[src/rtl/mul_div_pkg.sv]
// Shared encodings and helpers for the iterative multiply/divide unit.
package mul_div_pkg;

    localparam int DEFAULT_WIDTH = 32;

    typedef enum logic [1:0] {
        OP_MUL   = 2'b00,
        OP_MULHU = 2'b01,
        OP_DIVU  = 2'b10,
        OP_REMU  = 2'b11
    } op_t;

    typedef enum logic [1:0] {
        S_IDLE = 2'b00,
        S_CALC = 2'b01,
        S_DONE = 2'b10
    } state_t;

    // Multiplies walk the product register right; divides walk left.
    function automatic logic is_mul(input op_t o);
        return (o == OP_MUL) || (o == OP_MULHU);
    endfunction

endpackage

[src/rtl/mul_div_step.sv]
// One combinational iteration: a shift-add multiply step or a restoring
// divide step, selected by the operation.
module mul_div_step
    import mul_div_pkg::*;
#(
    parameter int WIDTH = DEFAULT_WIDTH
) (
    input  logic [WIDTH-1:0] acc_i,      // product high half / partial remainder
    input  logic             bit_i,      // multiplier LSB / next dividend MSB
    input  logic [WIDTH-1:0] operand_i,  // multiplicand / divisor
    input  op_t              op_i,
    output logic [WIDTH-1:0] acc_o,
    output logic             bit_o       // product bit shifted out / quotient bit
);

    logic [WIDTH:0]   sum;
    logic [WIDTH:0]   shifted;
    logic [WIDTH-1:0] trial;

    // Compute the next accumulator and the bit that enters the low register.
    always_comb begin
        // NOTE: every signal written here gets a default first, so no path
        // leaves one unassigned and no latch is inferred.
        acc_o   = acc_i;
        bit_o   = 1'b0;
        sum     = '0;
        shifted = '0;
        trial   = '0;
        if (is_mul(op_i)) begin
            sum   = {1'b0, acc_i} + (bit_i ? {1'b0, operand_i} : '0);
            acc_o = sum[WIDTH:1];
            bit_o = sum[0];
        end else begin
            // The shifted partial remainder needs WIDTH+1 bits; a successful
            // subtraction always leaves less than the divisor, so WIDTH bits
            // of the difference are exact.
            shifted = {acc_i, bit_i};
            trial   = shifted[WIDTH-1:0] - operand_i;
            if (shifted >= {1'b0, operand_i}) begin
                acc_o = trial;
                bit_o = 1'b1;
            end else begin
                acc_o = shifted[WIDTH-1:0];
            end
        end
    end

endmodule

[src/rtl/unidade_mul_div.sv]
// Iterative unsigned multiply/divide execute stage. Takes WIDTH cycles of
// iteration plus one DONE cycle that pulses the register-file write enable.
module unidade_mul_div
    import mul_div_pkg::*;
#(
    parameter int WIDTH = DEFAULT_WIDTH
) (
    input  logic             clock,
    input  logic             reset,
    input  logic             start,
    input  logic [1:0]       op,
    input  logic [WIDTH-1:0] readA,
    input  logic [WIDTH-1:0] readB,
    input  logic [4:0]       rc,
    output logic             busy,
    output logic [WIDTH-1:0] write,
    output logic [4:0]       rc_out,
    output logic             writeReg
);

    localparam int               CNT_W = (WIDTH > 1) ? $clog2(WIDTH) : 1;
    localparam logic [CNT_W-1:0] LAST  = CNT_W'(WIDTH - 1);

    state_t           state_q,   state_d;
    logic [CNT_W-1:0] cnt_q,     cnt_d;
    op_t              op_q,      op_d;
    logic [WIDTH-1:0] operand_q, operand_d;  // multiplicand or divisor
    logic [WIDTH-1:0] acc_q,     acc_d;      // product high / remainder
    logic [WIDTH-1:0] lo_q,      lo_d;       // multiplier->product low / dividend->quotient
    logic [4:0]       rc_q,      rc_d;
    logic [WIDTH-1:0] write_q,   write_d;
    logic [4:0]       rc_out_q,  rc_out_d;

    logic             step_bit_in;
    logic             step_bit_out;
    logic [WIDTH-1:0] step_acc;
    logic [WIDTH-1:0] lo_next;

    assign step_bit_in = is_mul(op_q) ? lo_q[0] : lo_q[WIDTH-1];
    assign lo_next     = is_mul(op_q) ? {step_bit_out, lo_q[WIDTH-1:1]}
                                      : {lo_q[WIDTH-2:0], step_bit_out};

    mul_div_step #(
        .WIDTH (WIDTH)
    ) u_step (
        .acc_i     (acc_q),
        .bit_i     (step_bit_in),
        .operand_i (operand_q),
        .op_i      (op_q),
        .acc_o     (step_acc),
        .bit_o     (step_bit_out)
    );

    // Next-state logic: accept in IDLE, iterate in CALC, publish in DONE.
    always_comb begin
        state_d   = state_q;
        cnt_d     = cnt_q;
        op_d      = op_q;
        operand_d = operand_q;
        acc_d     = acc_q;
        lo_d      = lo_q;
        rc_d      = rc_q;
        write_d   = write_q;
        rc_out_d  = rc_out_q;
        case (state_q)
            S_IDLE: begin
                if (start) begin
                    state_d = S_CALC;
                    op_d    = op_t'(op);
                    cnt_d   = '0;
                    acc_d   = '0;
                    rc_d    = rc;
                    if (is_mul(op_t'(op))) begin
                        operand_d = readA;
                        lo_d      = readB;
                    end else begin
                        operand_d = readB;
                        lo_d      = readA;
                    end
                end
            end
            S_CALC: begin
                acc_d = step_acc;
                lo_d  = lo_next;
                cnt_d = cnt_q + 1'b1;
                if (cnt_q == LAST) begin
                    state_d  = S_DONE;
                    cnt_d    = '0;
                    rc_out_d = rc_q;
                    case (op_q)
                        OP_MULHU, OP_REMU: write_d = step_acc;
                        default:           write_d = lo_next;
                    endcase
                end
            end
            S_DONE: begin
                state_d = S_IDLE;
            end
            default: begin
                state_d = S_IDLE;
            end
        endcase
    end

    // Control state and visible outputs, cleared by synchronous reset.
    always_ff @(posedge clock) begin
        // NOTE: sequential state uses non-blocking assignments so every
        // register samples values from before the edge.
        if (reset) begin
            state_q  <= S_IDLE;
            cnt_q    <= '0;
            write_q  <= '0;
            rc_out_q <= '0;
        end else begin
            state_q  <= state_d;
            cnt_q    <= cnt_d;
            write_q  <= write_d;
            rc_out_q <= rc_out_d;
        end
    end

    // Datapath registers, always reloaded before use on each accepted start.
    always_ff @(posedge clock) begin
        // NOTE: these carry no reset; their contents are never observed
        // before IDLE loads them, so a reset here would only add fan-out.
        op_q      <= op_d;
        operand_q <= operand_d;
        acc_q     <= acc_d;
        lo_q      <= lo_d;
        rc_q      <= rc_d;
    end

    assign busy     = (state_q != S_IDLE);
    assign writeReg = (state_q == S_DONE);
    assign write    = write_q;
    assign rc_out   = rc_out_q;

endmodule

[config.mk]
export PLATFORM = sky130hd
export DESIGN_NAME = unidade_mul_div
export DESIGN_NICKNAME = d
export VERILOG_FILES = /design/src/rtl/mul_div_pkg.sv /design/src/rtl/mul_div_step.sv /design/src/rtl/unidade_mul_div.sv
export SDC_FILE = /design/constraint.sdc
export NUM_CORES = 1
export LEC_CHECK = 0
export CAP_MARGIN = 40
export CELL_PAD_IN_SITES_DETAIL_PLACEMENT = 1
export CELL_PAD_IN_SITES_GLOBAL_PLACEMENT = 2
export CORE_UTILIZATION = 30
export CTS_CLUSTER_SIZE = 20
export DETAILED_ROUTE_END_ITERATION = 7
export PLACE_DENSITY = 0.79
export SLEW_MARGIN = 0
export SYNTH_ARGS = -nofsm -noshare
export SYNTH_HDL_FRONTEND = slang
export SYNTH_SLANG_ARGS = --single-unit
[constraint.sdc]
create_clock -name clock -period 5.11 [get_ports clock]
set_input_delay 0.7665 -clock clock [delete_from_list [all_inputs] [get_ports clock]]
set_output_delay 0.7665 -clock clock [all_outputs]
set_load 0.02 [all_outputs]
==> results.md <==
Layout:
- The library cells used most frequently in the layout, excluding fill and tap cells, are nor2_1 (118), a21oi_1 (114), clkdlybuf4s50_1 (111).
- From synthesis to final layout, the design area changed by 19.5%.
- Summing all multi-input logic gate instances after layout gives 6720 um2.
- The sequential cell area is 3970 um2.
- 0 antenna diodes ended up in the layout.
- Summing all non-filler instances in the final layout gives an area of 13400 um2.
- The filler cells instantiated in the layout total 4215.
- The number of nets in the layout is 1474.
- The library cell used most frequently in the layout, excluding fill and tap cells, is nor2_1.
- The final core utilization is 36.5%.
- The layout cell share with drive strength beyond 1 is 9.30%.

Logic synthesis:
- The number of flops mapped to enable cells by yosys is 103.
- Counting every instance in the synthesized netlist gives 1263.
- The basic-gate share of the synthesized area counting and, or, nand and nor cells is 15.7%.
- The number of distinct standard cells referenced by the synthesized netlist is 76.
- The synthesized design contains 147 register bits.
- The netlist area before placement is 11200 um2.
- For this run, the number of Yosys warnings is 0.
- The flip-flop cell with the highest count after synthesis is edfxtp_1.
- The adder and majority cell fraction of the synthesized area is 7.83%.
- A synthesized cell averages 8.88 um2.
- The number of nets in the synthesized netlist is 1406.
- The share of the yosys chip area belonging to registers is 35.4%.
- Summing the areas of all xor and xnor instances in the mapped netlist gives 3.98% of the synthesized area.
- Of all flip-flops after synthesis, the portion carrying an async set or reset was 0%.
- The multiplexer share of the synthesized area is 9.16%.
- The largest family of logic cells by synthesized area is compound AO/OA/AOI/OAI gates.
- The synthesized-area fraction occupied by ao, oa, aoi and oai cells is 23.1%.

Clock network:
- The number of sinks handled by clock tree synthesis is 147.
- For the worst-skew pair, the clock arrives at the later sink with an insertion delay of 0.44 ns.
- The longest clock path from root to sink contains 2 buffers.
- TritonCTS built the clock tree.
- The number of levels in the clock H-tree is 4.
- After clock tree synthesis, the repair step resized 0 gates.
- Clock-pin slew was measured on the worst setup and hold paths at 0.07 ns.
- The number of setup buffers added after CTS is 0.
- CTS placed an instance of clkbuf_16 at the clock tree root.
- The number of clock buffers added by TritonCTS is 17.
- The total of hold buffers inserted after clock tree synthesis is 0.

Worst setup path:
- The class of the most critical setup path is flop to flop.
- Across all register-to-register paths, the minimum setup slack is 0.76 ns.
- The length in cells of the worst reg-to-reg path is 13.
- Of all nets on the critical path, the largest fanout is 31.
- STA classifies the critical path startpoint as a flop.
- The worst setup path is captured at a flop.
- For the worst setup path, the data required time is 5.44 ns.
- The data arrival at the endpoint of the critical path is 4.68 ns.

STA:
- Of the available clock period, the critical path in the final layout requires 85.2%.
- Setup violations remaining at the end of the flow were counted as 0.
- The tightest hold margin is 0.456 ns.
- The number of pins with negative max-slew slack in the final report was 0.
- The routed design could run at a clock period as short as 4.35 ns.
- The count of endpoints failing hold in the final timing report came to 0.
- The setup slack of the critical path after layout is 0.758 ns.
- The transition at the pin with the smallest max-transition slack is 0.951 ns.
- The clock arrives with 0.0111 ns of skew.
- The highest attainable clock frequency is 0.230 GHz.
- Adding up every negative setup slack in the final design gives 0 ns.
- Setup repair after global routing left no endpoint under its margin.
- Measured against its own limit, the worst slew margin works out to 36.6%.

Global routing:
- Across every metal layer, demand over resource in global routing totals 22.0%.
- The wire length of the first global-routing pass is 63800 um.
- Entering global routing, the biggest net connects 109 pins.
- The number of global-route vias before repair is 10321.
- The number of antenna violations at the first check in global routing is 1.
- The total overflow left after global routing is 0.

Placement:
- The worst slack after detailed placement is 0.765 ns.
- The number of port buffers is 112.
- The half-perimeter wire length after placement is 31700 um.
- The final RePlAce weighted congestion is 0.934.
- The area of placed instances is 12800 um2.

Routing:
- Summing over every cut layer, the via total after detailed routing is 10303.
- The first detailed-routing pass ran for 5 iterations.
- In the final routed layout, each cell accounts on average for 23.0 um.
- The routed design has 41600 um of wire.
- The number of vias per cell is 5.69.
- The count of nets left with antenna violations once routing finished came out at 0.
- The detailed router finished its first iteration with 761 violations.
- For this run, design rule violations remaining after detail routing come to 0.

Pwr:
- The analysis attributes to cell leakage a power of 5.33 nW.
- Across the VDD grid, the largest voltage drop is 0.000256 V.
- The power density over the cells is 336 nW/um2.

Hold path:
- The tightest min-delay check is of the flop to flop type.
- Counting instances, the worst hold path has a depth of 1.

Floorplan:
- In this run the core area contains 70 standard-cell rows.
- The width of the chip is 195 um.
- The die height is 195 um.
- For this configuration, the core starts out at a cell density of 30.6%.
- After floorplanning, the core was sized to cover 36700 um2.
- The die outline area is 38200 um2.
- In this run the count of I/O pins placed on the die edge is 113.

Run status:
- The flow ran to the end, and the final reports show no timing, DRC or antenna violations.

Flow run:
- The number of max-capacitance violations reported is 0.
-- power by group --
group / internal [mW] / switching (mW) / total, mW
Combinational: 0.635 / 1.06 / 1.69
Clock: 0.783 / 0.546 / 1.33
Sequential: 1.40 / 0.0820 / 1.49
-- synth_stat cells (all sizes together) (4+ instances only) --
library cell	number	area share, %
nor2	118	3.9
a21oi	115	5.2
edfxtp	103	28
nand2	100	3.3
o21ai	77	3.5
ha	67	7.5
clkbuf	63	2.1
mux2	53	5.3
inv	50	1.7
dfxtp	44	7.9
mux2i	43	3.8
a211oi	36	2.5
nor2b	32	1.8
xnor2	32	2.5
a21o	31	2.1
a31oi	26	1.5
nand3	25	1.1
and3	24	1.3
nor3	24	1.1
buf	20	0.94
nand4	19	1.1
xor2	19	1.5
o211ai	12	0.80
o21a	12	0.80
and2	11	0.61
o21bai	8	0.57
nand2b	7	0.39
a2111oi	6	0.75
a211o	6	0.47
a221o	5	0.45
a311oi	5	0.39
o221ai	5	0.39
o22ai	5	0.28
a221oi	4	0.31
and4	4	0.31
nor4	4	0.22
-- sequential cells by signal, summed over array words and instances, names as in the netlist --
| register | count |
|---|---|
| acc_q | 32 |
| rc_q | 5 |
| operand_q | 32 |
| state_q | 2 |
| rc_out | 5 |
| cnt_q | 5 |
| op_q | 2 |
| lo_q | 32 |
| write | 32 |
-- through the flow --
| stage | std cells | total power, mW |
|---|---|---|
| final | 1812 | 4.51 |
| after CTS | 1812 | 4.50 |
| after detailed placement | 1780 | 3.16 |
| after global routing | 1812 | 4.72 |
| after floorplan | 1263 | 2.61 |
| after global placement | 1778 | 3.15 |
-- critical path, cell delays in order, from the launching register on --
cell and delay, ns:
edfxtp_1 0.43, mux2i_2 0.29, buf_4 0.42, nor2_1 0.17, fa_1 0.48, a21oi_1 0.32
o211ai_1 0.27, nand4_1 0.23, a41oi_1 0.21, o2111ai_1 0.40, a21oi_1 0.12, a2111oi_0 0.52
nor3_1 0.10, o221a_2 0.27
-- final cells by class --
cell class | instances | share of cell area [%]
flip-flops and latches | 147 | 29.7
clock buffers | 19 | 3.55
inverters | 50 | 1.40
repair buffers | 132 | 9.79
clock inverters | 13 | 1.05
well taps | 468 | 4.37
multi-input cells | 983 | 50.2
-- logic make-up (layout without fill, tap and decap cells) --
family,Yosys count,after routing
XOR/XNOR,51,51
AND/OR/NAND/NOR,376,376
flip-flops,147,147
adder cells (fa/ha/maj),69,69
multiplexers,96,96
buffers and inverters,133,214
AO/OA/AOI/OAI,391,391
-- layer usage --
metal | vias up | track usage, % | wire length (um) | share of wire, %
met4 | 0 | 6.07 | 728 | 1.8
met2 | 288 | 33.9 | 18500 | 44
met3 | 37 | 2.37 | 1860 | 4.5
li1 | 4842 | - | - | -
met1 | 5136 | 32.2 | 20600 | 49
met5 | - | 0 | 0 | 0
-- final timing paths --
path / start / endpoint
setup / recovery: op_q[1] / write[31]
hold / removal: cnt_q[3] / cnt_q[3]
setup reg to reg: op_q[1] / write[31]
hold reg to reg: cnt_q[3] / cnt_q[3]
(Power assumes the default switching activity.)
==> edit: new RTL, same flow settings <==
The 3 states of `state_t` get a one-hot encoding in 3 bits.
--- a/src/rtl/mul_div_pkg.sv
+++ b/src/rtl/mul_div_pkg.sv
@@ -12,6 +12,6 @@
 
-    typedef enum logic [1:0] {
-        S_IDLE = 2'b00,
-        S_CALC = 2'b01,
-        S_DONE = 2'b10
+    typedef enum logic [2:0] {
+        S_IDLE = 3'b001,
+        S_CALC = 3'b010,
+        S_DONE = 3'b100
     } state_t;
Check against the original RTL: no difference found for any inputs over 10 cycles, from zero or initial values and one cycle with reset high; not proved beyond that.
==> edit against the unedited design <==
Sequential share of layout area is 0.55 points higher; first-iteration DRC count is 28% lower; count of clock-buffer cells in the layout is 6 higher; sequential cell count is 1 higher; core utilization is 0.30 points higher; sequential power is 5% lower; synthesized area is 1.6% lower; cell count is 2.6% lower; largest cell class unchanged; power is 12% lower; highest routed layer unchanged; routed wire length is 5.9% lower; cell area is 1.3% lower; setup slack worse by 0.018 ns.
==> edit: results (changes against the unedited design) <==
| Metric | Value |
|---|---|
| Most frequent cells after synthesis | `nor2_1 (118), a21oi_1 (117), edfxtp_1 (103) (was nor2_1 (118), a21oi_1 (114), edfxtp_1 (103))` |
| Post-synth EDFFs | `103 (unchanged)` |
| Metal2 WL | `17.3 mm (was 18.5 mm)` |
| Uppermost routed layer | `met4 (unchanged)` |
| Sw Ratio | `33.0% (was 37.4%)` |
| Max VDD drop | `0.000224 V (was 0.000256 V)` |
| IO buf count | `112 (unchanged)` |
| Vias in the first global route | `10100 (was 10300)` |
| Synth unique cells | `85 (was 76)` |
| Layout cells sized above 1 | `9.67% (was 9.30%)` |
| Worst hold path startpoint | `rc_out[2] (was cnt_q[3])` |
| Fin Clk Skew | `0.0112 ns (was 0.0111 ns)` |
| Static leakage power | `5.15 nW (was 5.33 nW)` |
| Area contributors post-synth | `edfxtp_1 (28%), dfxtp_1 (8.2%), ha_1 (7.6%) (was edfxtp_1 (28%), dfxtp_1 (7.9%), ha_1 (7.5%))` |
| Post-synth ARST share | `0% (unchanged)` |
| RD Place Congestion | `0.930 (was 0.934)` |
| Initial antenna violation count | `0 (was 1)` |
| Fill count | `4194 (was 4215)` |
| Peak fanout along the critical path | `7 (was 31)` |
| Register area share after synthesis | `36.2% (was 35.4%)` |
| Vias | `9824 (was 10300)` |
| First-pass GRT wire length | `60.1 mm (was 63.8 mm)` |
| GRT Overall Usage | `20.6% (was 22.0%)` |
| Max stage delay on crit path | `0.73 ns (was 0.52 ns)` |
| Slowest-stage cell, CP | `a211oi_1 (was a2111oi_0)` |
| Status | `completed (unchanged)` |
| Metal1 wirelength | `19.1 mm (was 20.6 mm)` |
| Worst-Skew Late Latency | `0.44 ns (about the same)` |
| Post-Route WL | `39.2 mm (was 41.6 mm)` |
| Final Net Count | `1433 (was 1474)` |
| Largest net degree at the start of global routing | `63 (was 109)` |
| Slew headroom | `44.8% (was 36.6%)` |
| Warnings, synthesis | `0 (unchanged)` |
| Clock transition at the registers of the reported paths | `0.07 ns (about the same)` |
| Num CTS Buffers | `17 (unchanged)` |
| Iter 0 DRT Violations | `551 (was 761)` |
| DR pass1 iterations | `5 (unchanged)` |
| Kind of critical path | `register to register (unchanged)` |
| Arrival @ worst endpoint | `4.56 ns (was 4.68 ns)` |
| Met3 wire len | `1.81 mm (was 1.86 mm)` |
| Post-DP HPWL | `30.0 mm (was 31.7 mm)` |
| Pre-CTS setup slack | `0.792 ns (was 0.765 ns)` |
[edit: final timing paths]
path / endpoint / slack, ns / depth (start not counted)
hold reg to reg: rc_out[2] / 0.47 / 2
setup reg to reg: acc_q[29] / 0.74 / 15
hold / removal: rc_out[2] / 0.47 / 2
setup / recovery: acc_q[29] / 0.74 / 15
[edit: final cells by class]
class,instances,area share [%]
Timing Repair Buffer,130,9.73
Inverter,54,1.53
Clock buffer,25,3.99
Multi-Input combinational cell,939,49.5
Clock inverter,7,0.691
Sequential cell,148,30.2
Tap cell,461,4.36
[edit: cells by family (layout without fill, tap and decap cells)]
logic type / Yosys count / in the layout / synth area share, %
multiplexers: 87 / 87 / 8.39
adder cells (fa/ha/maj): 69 / 69 / 7.96
buffers and inverters: 121 / 216 / 4.67
AO/OA/AOI/OAI: 394 / 394 / 24.0
AND/OR/NAND/NOR: 343 / 343 / 15.2
XOR/XNOR: 46 / 46 / 3.65
flip-flops: 148 / 148 / 36.2
[edit: worst max-delay path: cells and delay by family, from the launching register on]
kind | cells | cell delay, ns
AO/OA/AOI/OAI | 6 | 1.88
buffers and inverters | 1 | 0.08
adder cells (fa/ha/maj) | 3 | 0.80
XOR/XNOR | 1 | 0.15
multiplexers | 1 | 0.37
AND/OR/NAND/NOR | 3 | 0.43
flip-flops | 1 | 0.42
[edit: power groups by stage]
stage               Combinational, mW  Sequential, mW  Clock (mW)
CTS                              1.18            1.42        1.35
detailed placement               1.17            1.45           0
global route                     1.30            1.43        1.39
floorplan                       0.819            1.43           0
global placement                 1.15            1.44           0
finish                           1.19            1.42        1.33
[edit: routing by layer]
metal  global-route usage [%]  up-vias
li1                         -     4688
met1                     29.1     4842
met2                     32.2      254
met3                     3.11       40
met4                     6.73        0
met5                        0        -
[edit: metrics by stage]
stage / area [sq um] / util, % / instances / hold WS (ns)
floorplan: 11000 / - / 1208 / 0.452
global placement: 12600 / 34.9 / 1730 / 0.450
detailed placement: 12600 / 35.1 / 1732 / 0.453
CTS: 13200 / 36.8 / 1764 / 0.464
global route: 13200 / 36.8 / 1764 / 0.493
finish: 13200 / 36.8 / 1764 / 0.465
